--- src/rtl/dot_pkg.sv ---
// rtl/dot_pkg.sv - shared sizes, accumulator type and FSM state for the bit-serial dot product
package dot_pkg;

  localparam int LANES = 64;
  localparam int WBITS = 16;
  localparam int PCW   = $clog2(LANES) + 1;
  localparam int ACCW  = WBITS + $clog2(LANES) + 1;
  localparam int CNTW  = $clog2(WBITS);

  typedef logic signed [ACCW-1:0] acc_t;

  typedef enum logic {
    IDLE  = 1'b0,
    ACCUM = 1'b1
  } state_t;

endpackage

--- src/rtl/popcount64.sv ---
// rtl/popcount64.sv - combinational population count of LANES bits
module popcount64
  import dot_pkg::*;
(
  input  logic [LANES-1:0] in_i,
  output logic [PCW-1:0]   count_o
);

  // Two-level tree: eight 8-bit groups, then the group sums.
  logic [3:0] grp [8];

  always_comb begin
    count_o = '0;
    for (int g = 0; g < 8; g++) begin
      grp[g] = '0;
      for (int b = 0; b < 8; b++) begin
        grp[g] = grp[g] + 4'(in_i[g*8+b]);
      end
    end
    for (int g = 0; g < 8; g++) begin
      count_o = count_o + PCW'(grp[g]);
    end
  end

endmodule

--- src/rtl/bitserial_dot_accum.sv ---
// rtl/bitserial_dot_accum.sv - MSB-first bit-serial signed dot product of 64 weight lanes
module bitserial_dot_accum
  import dot_pkg::*;
(
  input  logic             clk,
  input  logic             resetn,
  input  logic             start,
  input  logic             bit_en,
  input  logic [LANES-1:0] a_bits,
  input  logic [LANES-1:0] act,
  output logic             busy,
  output logic [ACCW-1:0]  result,
  output logic             result_valid
);

  state_t           state_q;
  logic [CNTW-1:0]  cnt_q;
  logic [LANES-1:0] act_q;
  acc_t             acc_q;
  acc_t             acc_d;
  logic             busy_q;
  acc_t             result_q;
  logic             result_valid_q;

  logic [LANES-1:0] pc_in;
  logic [PCW-1:0]   pc;
  acc_t             pc_ext;
  logic             start_edge;

  // The mask is not yet in act_q on the MSB edge, so take it straight from the port.
  assign pc_in      = (start ? act : act_q) & a_bits;
  assign pc_ext     = acc_t'({{(ACCW-PCW){1'b0}}, pc});
  assign start_edge = start & bit_en;
  assign acc_d      = (acc_q <<< 1) + pc_ext;

  popcount64 u_popcount (
    .in_i    (pc_in),
    .count_o (pc)
  );

  always_ff @(posedge clk) begin
    if (!resetn) begin
      state_q        <= IDLE;
      cnt_q          <= '0;
      act_q          <= '0;
      acc_q          <= '0;
      busy_q         <= 1'b0;
      result_q       <= '0;
      result_valid_q <= 1'b0;
    end else begin
      result_valid_q <= 1'b0;
      if (start_edge) begin
        // MSB has weight -2^(WBITS-1): seed with the negated count; also aborts any word in flight.
        act_q   <= act;
        acc_q   <= acc_t'(0) - pc_ext;
        cnt_q   <= CNTW'(WBITS - 2);
        state_q <= ACCUM;
        busy_q  <= 1'b1;
      end else if (state_q == ACCUM && bit_en) begin
        acc_q <= acc_d;
        cnt_q <= cnt_q - 1'b1;
        if (cnt_q == '0) begin
          result_q       <= acc_d;
          result_valid_q <= 1'b1;
          state_q        <= IDLE;
          busy_q         <= 1'b0;
        end
      end
    end
  end

  assign busy         = busy_q;
  assign result       = result_q;
  assign result_valid = result_valid_q;

endmodule
--- config.mk ---
export PLATFORM = sky130hd
export DESIGN_NAME = bitserial_dot_accum
export DESIGN_NICKNAME = d
export VERILOG_FILES = /design/src/rtl/dot_pkg.sv /design/src/rtl/popcount64.sv /design/src/rtl/bitserial_dot_accum.sv
export SDC_FILE = /design/constraint.sdc
export NUM_CORES = 1
export LEC_CHECK = 0
export ABC_AREA = 1
export CELL_PAD_IN_SITES_DETAIL_PLACEMENT = 2
export CELL_PAD_IN_SITES_GLOBAL_PLACEMENT = 2
export CORE_ASPECT_RATIO = 1.75
export CORE_UTILIZATION = 32
export DETAILED_ROUTE_END_ITERATION = 8
export GPL_TIMING_DRIVEN = 0
export PLACE_DENSITY = 0.88
export REMOVE_ABC_BUFFERS = 1
export SLEW_MARGIN = 10
export SYNTH_ARGS = -nofsm -noshare
export SYNTH_HDL_FRONTEND = slang
export SYNTH_SLANG_ARGS = --single-unit
--- constraint.sdc ---
create_clock -name clk -period 22 [get_ports clk]
set_input_delay 3.3 -clock clk [delete_from_list [all_inputs] [get_ports clk]]
set_output_delay 3.3 -clock clk [all_outputs]
set_load 0.01 [all_outputs]
Word level (Yosys, flattened, before mapping) --
Index checks and enable logic that the tools add are counted.
Word-level totals: bits in registers 115, latch bits 0, RAM bits 0, ROM bits 0, input bits 132, output and inout port bits 25, word-level logic and storage cells 95, memories 0
Cells by class: add/subtract/negate cells 66, $mul 0, divide/modulo/power cells 0, order comparisons 0, equality and inequality tests 0, shift-type cells 0, multiplexer cells 9, bitwise logic cells 5, reduce and logical (&&, ||, !) cells 8
Operators by type and width (number):
- adder 4 x 1 -> 4 bit | 48
- bitwise AND 64 bit | 1
- two-way mux 64 bit | 1
- two-way mux 22 bit | 2
- adder 7 x 4 -> 7 bit | 6
- adder 23 x 8 -> 23 bit | 1
- adder 1 x 1 -> 2 bit | 8
- two-way mux 4 bit | 2
- subtractor 1 x 7 -> 8 bit (first input constant) | 1
- adder 4 x 4 -> 5 bit | 1
- logical NOT 4 bit | 1
- two-way mux 1 bit | 4
- nonzero test 2 bit | 2
- subtractor 4 x 1 -> 4 bit (second input constant) | 1
- inverter 1 bit | 3
- AND reduction 3 bit | 1
- OR reduction 3 bit | 1
- AND reduction 2 bit | 1
- OR reduction 2 bit | 1
- bitwise AND 1 bit | 1
- logical AND 1 bit | 1

Longest topological paths before layout --
Gate-level depths: netlist of run 1.
depth in word-level cells 19, depth in mapped cells 44

By module --
Synthesis of run 1 repeated with hierarchy kept, for this count alone.
Second synthesis, totals: cells, all modules 1105, area total of the unflattened synthesis 7746.2 µm²
Modules (own cells, without submodules):
- bitserial_dot_accum | times used 1, cells an instance 888, area each 5823.1 µm², sequential area each 2302.2 µm²
- popcount64 | times used 1, cells an instance 217, area each 1923.1 µm², sequential area each 0.0 µm²

Worst setup path before layout of run 1 --
OpenSTA, ideal clock, no wires.
kind input to register, start input port start, end register acc_q[9], setup time 0.119 ns, data arrival time 10.849 ns, path slack 11.031 ns, stages on the path 38, cell sequence buf_2 > buf_1 > nor2_1 > nor2_1 > ha_1 > inv_1 > fa_1 > inv_1 > fa_1 > fa_1 > inv_1 > fa_1 > inv_1 > ha_1 > nand3_1 > nand2_1 > xor2_1 > fa_1 > (+2 left out) > inv_1 > fa_1 > inv_1 > fa_1 > inv_1 > ha_1 > nand2_1 > nand2_1 > nand2_1 > nand3_2 > nand2_1 > nand2_1 > ha_1 > a21oi_1 > o21ai_0 > or2_2 > nand3_1 > a21oi_1
On the way: longest elaborated chain between the ends 19
RTL lines:
- from (decl) | RTL line bitserial_dot_accum.sv:7 | input logic start,
- two-way mux 64 bit | RTL line bitserial_dot_accum.sv:31 | assign pc_in = (start ? act : act_q) & a_bits;
- bitwise AND 64 bit | RTL line bitserial_dot_accum.sv:31
- adder 1 x 1 -> 2 bit | RTL line popcount64.sv:17 | grp[g] = grp[g] + 4'(in_i[g*8+b]);
- adder 4 x 1 -> 4 bit (6 in series) | RTL line popcount64.sv:17
- adder 4 x 4 -> 5 bit | RTL line popcount64.sv:21 | count_o = count_o + PCW'(grp[g]);
- adder 7 x 4 -> 7 bit (6 in series) | RTL line popcount64.sv:21
- adder 23 x 8 -> 23 bit | RTL line bitserial_dot_accum.sv:34 | assign acc_d = (acc_q <<< 1) + pc_ext;
- two-way mux 22 bit | RTL line bitserial_dot_accum.sv:59 | end else if (state_q == ACCUM && bit_en) begin
- two-way mux 22 bit | RTL line bitserial_dot_accum.sv:52 | if (start_edge) begin
- to (signal assigned) | RTL line bitserial_dot_accum.sv:55 | acc_q <= acc_t'(0) - pc_ext;
- to (decl) | RTL line bitserial_dot_accum.sv:19 | acc_t acc_q;
Parallel ways exist; a longest one is shown, timed or not. The select of a mux whose other input is x is not followed. A chain may end at the register's enable or synchronous reset.

Worst setup path after layout of run 1 --
start input port start, end register acc_q[18]
The elaborated chain is that of the path after synthesis.

==> results of run 1 <==
cell families (layout without fill, tap and decap cells):
kind of cell               Yosys count  count (layout)
and+or+nand+nor                    465             465
adders and majority gates          100             100
AOI/OAI and AO/OA                  234             234
buffers and inverters              157             301
xor gates and xnor gates            16              16
DFF                                115             115
placed cells by master (no fill, tap or decap), types with 7 or more instances in the layout:
| master | instances |
|---|---|
| o21a_1 | 35 |
| xor2_1 | 9 |
| nand3_1 | 54 |
| fa_1 | 52 |
| a21oi_1 | 18 |
| o21ai_0 | 156 |
| clkbuf_16 | 17 |
| clkdlybuf4s50_1 | 154 |
| xnor2_1 | 7 |
| a21oi_2 | 11 |
| ha_1 | 48 |
| a22o_1 | 7 |
| nand2_1 | 160 |
| inv_1 | 108 |
| nor2_1 | 212 |
| dfxtp_1 | 115 |
| nand4_1 | 7 |
sequential cells by signal (all words and copies together), names as in the netlist:
register / count
acc_q: 22
cnt_q: 4
act_q: 64
busy: 1
result_valid: 1
result: 23
worst register-to-register path, delay by kind of cell (launching register included):
family / cells / cell delay, ns
xor gates and xnor gates: 2 / 0.38
and+or+nand+nor: 15 / 2.04
DFF: 1 / 0.32
AOI/OAI and AO/OA: 2 / 0.27
buffers and inverters: 7 / 0.45
adders and majority gates: 12 / 5.32
layer usage:
layer,routed length (µm),share of wire,track usage
met1,10300,0.35,0.233
met2,17500,0.59,0.497
met3,717,0.024,0.0362
met4,1090,0.037,0.117
met5,0,0,0
through the flow:
step	setup slack [ns]	utilization	area [µm²]	hold WS, ns
global route	8.45	0.422	10400	0.474
CTS	8.90	0.422	10400	0.459
finish	8.97	0.422	10400	0.454
detailed placement	8.77	0.398	9770	0.449
global placement	6.67	0.397	9740	0.435
floorplan	10.90	-	7790	0.450
final timing paths:
kind / to / slack (ns) / startpoint / cells past startpoint
min: result[22] / 0.45 / result[22] / 2
max reg2reg: acc_q[18] / 13.10 / act_q[9] / 38
min reg2reg: result[22] / 0.45 / result[22] / 2
max: acc_q[18] / 8.97 / start / 40
area by class of cell:
| class | count | share of cell area |
|---|---|---|
| Timing Repair Buffer | 157 | 0.153 |
| Clock inverter | 9 | 0.0100 |
| Tap cell | 312 | 0.0377 |
| Clock buffer | 23 | 0.0461 |
| Inverter | 112 | 0.0408 |
| Multi-Input combinational cell | 815 | 0.490 |
| Sequential cell | 115 | 0.222 |
Yosys cell counts (3+ instances only):
master	count
or2_2	3
nand2_2	4
a22o_1	7
ha_1	48
clkbuf_1	23
a21oi_1	18
buf_2	14
nand3_2	3
xor2_1	9
a31oi_1	3
a21oi_2	12
inv_1	108
dfxtp_1	115
o21ai_0	156
fa_1	52
nand3_1	54
nor3_1	4
buf_1	7
nor2_2	4
o21a_1	35
inv_2	3
xnor2_1	7
nor2_1	212
nand4_1	7
nand3b_1	6
nand2_1	161
==> impl_summary.txt, run 1 <==
----------------------------------------------------
[Synth]
  XOR/XNOR Fraction of Synth Area ... 0.0175
  Main combinational cell family by area after synthesis ... simple AND/OR/NAND/NOR gates
  Ranking of synthesized cells by area ... dfxtp_1 (29%), fa_1 (13%), nor2_1 (10%)
  Share of synthesized cell area in and, or, nand and nor gates ... 0.243
  Leading area contributor after synthesis ... dfxtp_1
  Average instance area after synthesis ... 7.35 µm²
  Post-synthesis instance area ... 0.00799 mm²
  Compound-cell area share of the yosys netlist ... 0.168
  Post-synth top flop ... dfxtp_1
  Flops & latches, synth ... approximately 120
  Count of warnings emitted by yosys ... 0
  Cell variety after synth ... 36
  Post-synthesis sequential area ratio ... 0.288
  Cell count after synthesis ... 1087
  Share of synthesized area spent on multiplexers ... 0
  Share of the synthesized area in the top cell type ... 0.288
  Async set-or-reset flop fraction in the synthesized netlist ... 0
  Synth Area in Adders ... 0.205
  Number of enable-type register cells in the synthesized netlist ... 0

[Routing]
  Routed vias ... 8021
  Initial DRC count ... 210
  Routed wire per std cell ... about 19 µm
  DRT antenna net count ... 0
  Drt total wl ... 29700 µm
  Detailed Routing Iterations Pass 1 ... 4
  Drt drc ... 0
  Vias/cell ... roughly 5.2

[Clocking]
  Clock latency reported for the late side of the worst-skew pair ... 0.43 ns
  Maximum clock insertion buffer count ... 2
  Clock sinks ... 115
  CTS resizes ... 0
  H-Tree Level Count ... 4
  Buffer type at the clock tree root ... clkbuf_16
  Number of clock buffers inserted by TritonCTS ... 17
  Clock tree from TritonCTS ... yes
  CTS Hold Bufs ... 0
  Setup Fix Bufs, Post-CTS ... 0
  Clock transition at the register clock pins on the worst setup and hold paths after CTS ... around 0.060 ns

[Worst setup path]
  Number of buffer and inverter stages on the critical path ... 9
  Category of the worst setup path launch point ... input port
  Capturing element type of the critical path ... register
  Maximum net fanout on the critical path ... 67
  Slowest cell on crit path ... inv_2
  Kind of critical path ... in2reg
  Kind of cell adding the most delay to the critical path ... adder cells
  Cell type with the highest occurrence count on the critical path ... fa_1
  Crit path arrival time ... about 13 ns
  Delay of the slowest cell on the worst path ... about 0.64 ns
  Required arrival time at the worst endpoint ... 22.31 ns

[Floorplanning]
  Die height ... about 210 µm
  Number of rows in the core area ... 76
  Area of the core ... between 0.02 and 0.025 mm²
  Starting Density ... 0.326
  Die Footprint ... between 0.02 and 0.03 mm²
  Die W ... about 120 µm
  # IOs ... 157

[Global route]
  Pin count of the biggest net entering global routing ... a little over 80
  GR Overflow Total ... 0
  Wire length of the first global-routing pass ... 48000 µm
  Number of global-route vias before repair ... ~9.5k
  Initial antenna violation count ... 0
  Total global-route track usage ... 0.246

[Timing]
  Max Fclk ... 76.7 MHz
  Hold Fails Final Rpt ... 0
  Headroom to the max-slew limit ... 0.257
  Setup repair after global routing missed its margin ... no
  Setup Skew ... 0.0126 ns
  Final worst path period share ... 0.592
  Final slew viol count ... 0
  Post-route minimum period ... between 10 and 15 ns
  Slew at the pin closest to its max-slew limit ... approximately 1.1 ns
  Setup-violating endpoint count in the final report ... 0
  Post-Route Setup TNS ... 0 ns

[Place]
  Number of input and output port buffers inserted ... around 160
  RD Place Congestion ... roughly 0.80
  Detailed Place HPWL ... roughly 21000 µm
  Post-Place Cells ... between 1.5k and 2k

[Outcome]
  Outcome ... completed

[Finish]
  Final instance count without filler cells ... between 1.5k and 2k
  Fraction of layout instances using a drive strength above 1 ... 0.0544
  Register area ... roughly 0.0023 mm²
  Area delta synth->final ... 29.7%
  Number of antenna cells inserted ... 0
  Count of nets after finishing ... between 1k and 1.5k
  Multi-input combinational cell area ... 0.00508 mm²
  Layout fillers ... 2868

[Flow run]
  Number of max-cap violations ... 0

[Min path]
  Class of the worst hold path ... reg2reg

----------------------------------------------------
Power of run 1 is left out: the tool's default activity adds up to more than one toggle a clock period on the data nets, which glitch-free logic cannot reach.
==> inputs of run 2 (changes only) <==
--- a/config.mk
+++ b/config.mk
@@ -9,10 +9,10 @@
 export CELL_PAD_IN_SITES_DETAIL_PLACEMENT = 2
 export CELL_PAD_IN_SITES_GLOBAL_PLACEMENT = 2
 export CORE_ASPECT_RATIO = 1.75
-export CORE_UTILIZATION = 32
+export CORE_UTILIZATION = 30
 export DETAILED_ROUTE_END_ITERATION = 8
 export GPL_TIMING_DRIVEN = 0
-export PLACE_DENSITY = 0.88
+export PLACE_DENSITY = 0.83
 export REMOVE_ABC_BUFFERS = 1
 export SLEW_MARGIN = 10
 export SYNTH_ARGS = -nofsm -noshare
==> constraint.sdc (replaced) <==
create_clock -name clk -period 12.3 [get_ports clk]
set_input_delay 1.845 -clock clk [delete_from_list [all_inputs] [get_ports clk]]
set_output_delay 1.845 -clock clk [all_outputs]
set_load 0.01 [all_outputs]
==> run 2 against run 1 <==
  * The run now ends with DRC left
  * Hold slack got worse by 0.0012 ns
  * Critical endpoint unchanged
  * Largest cell class unchanged
  * Critical path depth rose by 1
  * Routed wire length decreased by 6.5%
  * First-iteration DRC count decreased by 25%
==> impl_summary.txt, run 2 (same netlist as run 1, synthesis figures left out) <==
----------------------------------------------------
[Timing]
  Setup Skew ... 0.0144 ns (+0.00179 ns)
  Setup-violating endpoint count in the final report ... 0 (unchanged)
  Final worst path period share ... 0.927
  Post-Route Setup TNS ... 0 ns (unchanged)
  Final slew viol count ... 0 (unchanged)
  Hold Fails Final Rpt ... 0 (unchanged)
  Max Fclk ... 87.7 MHz
  Slew at the pin closest to its max-slew limit ... 1.16 ns (+0.0426 ns)
  Headroom to the max-slew limit ... 0.229 (-0.0276)
  Setup repair after global routing missed its margin ... no
  Post-route minimum period ... about 11 ns

[Global route]
  Pin count of the biggest net entering global routing ... 83 (unchanged)
  Global routing usage on met3 ... 0.0343 (-0.00183)
  Global route hottest layer ... met2
  Met1 global-route usage ... 0.198 (-0.0353)
  Initial antenna violation count ... 0 (unchanged)
  Wire length of the first global-routing pass ... 45400 µm (-5.4%)
  Number of global-route vias before repair ... 9110 (-3.7%)
  Total global-route track usage ... 0.215 (-0.0308)
  GR Overflow Total ... 0 (unchanged)
  Met2 layer usage reported by global route ... 0.449 (-0.0477)

[Finish]
  Most frequent standard cell in the layout excluding fill and tap cells ... nor2_1
  Fraction of layout instances using a drive strength above 1 ... 0.0576 (+0.00320)
  Final instance count without filler cells ... 1552 (+0.58%)
  Count of nets after finishing ... 1451 (+0.069%)
  Final core area utilization ... 0.399 (-0.0230)
  Largest register FFs ... 64 (unchanged)
  Most flops, register ... act_q
  Number of antenna cells inserted ... 0 (unchanged)
  Commonest cells after routing, fill and taps aside ... nor2_1 (212), nand2_1 (160), o21ai_0 (156)
  Layout fillers ... 3003 (+4.7%)
  Area delta synth->final ... 30.2%

[Clocking]
  Maximum clock insertion buffer count ... 2 (unchanged)
  Clock latency reported for the late side of the worst-skew pair ... 0.44 ns (about the same)
  Clock tree from TritonCTS ... yes
  Buffer type at the clock tree root ... clkbuf_16
  H-Tree Level Count ... 4 (unchanged)
  Clock transition at the register clock pins on the worst setup and hold paths after CTS ... 0.06 ns (about the same)
  Number of clock buffers inserted by TritonCTS ... 17 (unchanged)
  Clock sinks ... 115 (unchanged)
  Setup Fix Bufs, Post-CTS ... 0 (unchanged)
  CTS Hold Bufs ... 0 (unchanged)
  CTS resizes ... 0 (unchanged)

[Floorplanning]
  Number of rows in the core area ... 78 (+2.6%)
  Die height ... 218 µm (+3.2%)
  # IOs ... 157 (unchanged)
  Starting Density ... 0.307 (-0.0191)
  Die W ... 125 µm (+3.2%)
  Area of the core ... 0.0261 mm² (+6.2%)
  Die Footprint ... 0.0273 mm² (+6.6%)

[Outcome]
  Outcome ... finished, violations left
  Violations in the final reports ... DRC

[Worst setup path]
  Category of the worst setup path launch point ... input port
  Capturing element type of the critical path ... register
  Cell type with the highest occurrence count on the critical path ... nand2_1
  Flop-to-flop setup slack ... 3.60 ns (-9.50 ns)
  Slowest cell on crit path ... inv_2
  Kind of critical path ... in2reg
  Beginning of the worst register-to-register path ... act_q[0]
  Required arrival time at the worst endpoint ... 12.67 ns (-9.64 ns)
  Terminus of the critical flop-to-flop path ... acc_q[18]
  End of the critical path ... acc_q[18]
  Delay of the slowest cell on the worst path ... 0.64 ns (about the same)
  Start point of the critical path ... start
  Crit path arrival time ... 11.77 ns (-1.58 ns)
  Maximum net fanout on the critical path ... 67 (unchanged)
  Count of cells along the worst register-to-register path ... 39 (+2.6%)

[Routing]
  Routed wire per std cell ... 17.9 µm (-7.1%)
  Drt total wl ... 27700 µm (-6.5%)
  DRT antenna net count ... 0 (unchanged)
  Routed vias ... 7822 (-2.5%)
  Detailed Routing Iterations Pass 1 ... 8 (+4)
  Vias/cell ... 5.04 (-3.0%)
  Initial DRC count ... 157 (-25%)
  Drt drc ... 4 (+4)

[Place]
  Detailed Place HPWL ... 20500 µm (-1.4%)
  Number of input and output port buffers inserted ... 156 (unchanged)
  Post-Place Cells ... 1520 (+0.60%)
  RD Place Congestion ... 0.769 (-4.0%)

[Min path]
  Class of the worst hold path ... reg2reg

[Flow run]
  Number of max-cap violations ... 0 (unchanged)

----------------------------------------------------
## run 2: cell count changes in the layout (fill, tap and decap cells not counted)
cell        change
clkinvlp_4      +4
clkbuf_1        -3
clkinv_2        -3
clkbuf_8        -2
clkinv_4        +2
buf_12          +1
inv_6           +1
inv_8           +1
## run 2: final cells by class
type / count / area [µm²] / area share
repair buffers: 158 / 1600 / 0.154
flip-flops and latches: 115 / 2300 / 0.221
clock inverters: 14 / 156 / 0.0150
multi-input cells: 815 / 5080 / 0.488
well taps: 320 / 400 / 0.0385
inverters: 112 / 423 / 0.0406
clock buffers: 18 / 439 / 0.0422
## run 2: worst max-delay path, delay by kind of cell
kind            cells  cell delay (ns)
xor+xnor            2             0.44
simple gates       15             1.79
compound gates      3             0.68
buf+inv             9             1.62
fa+ha+maj          12             5.28
## run 2: through the flow
step	hold WS, ns	instance area (µm²)	setup slack (ns)
floorplan	0.450	7790	2.65
global placement	0.439	9750	-1.72
detailed placement	0.445	9800	0.410
CTS	0.457	10400	0.682
global route	0.476	10400	0.214
finish	0.453	10400	0.900
## run 2: layer usage
layer	vias to the layer above	wire, µm
li1	3776	-
met1	3848	9570
met2	147	16500
met3	51	756
met4	0	916
met5	-	0
## run 2: worst min path at each step
stage	start	end	slack (ns)	cells past startpoint
2_1_floorplan	act_q[10]	act_q[10]	0.45	2
6_report	result[17]	result[17]	0.45	2
5_1_grt	result[13]	result[13]	0.48	2
3_5_place_dp	result[13]	result[13]	0.45	2
3_3_place_gp	result[19]	result[19]	0.44	2
4_1_cts	result[13]	result[13]	0.46	2
Power of run 2 is left out for the same reason.
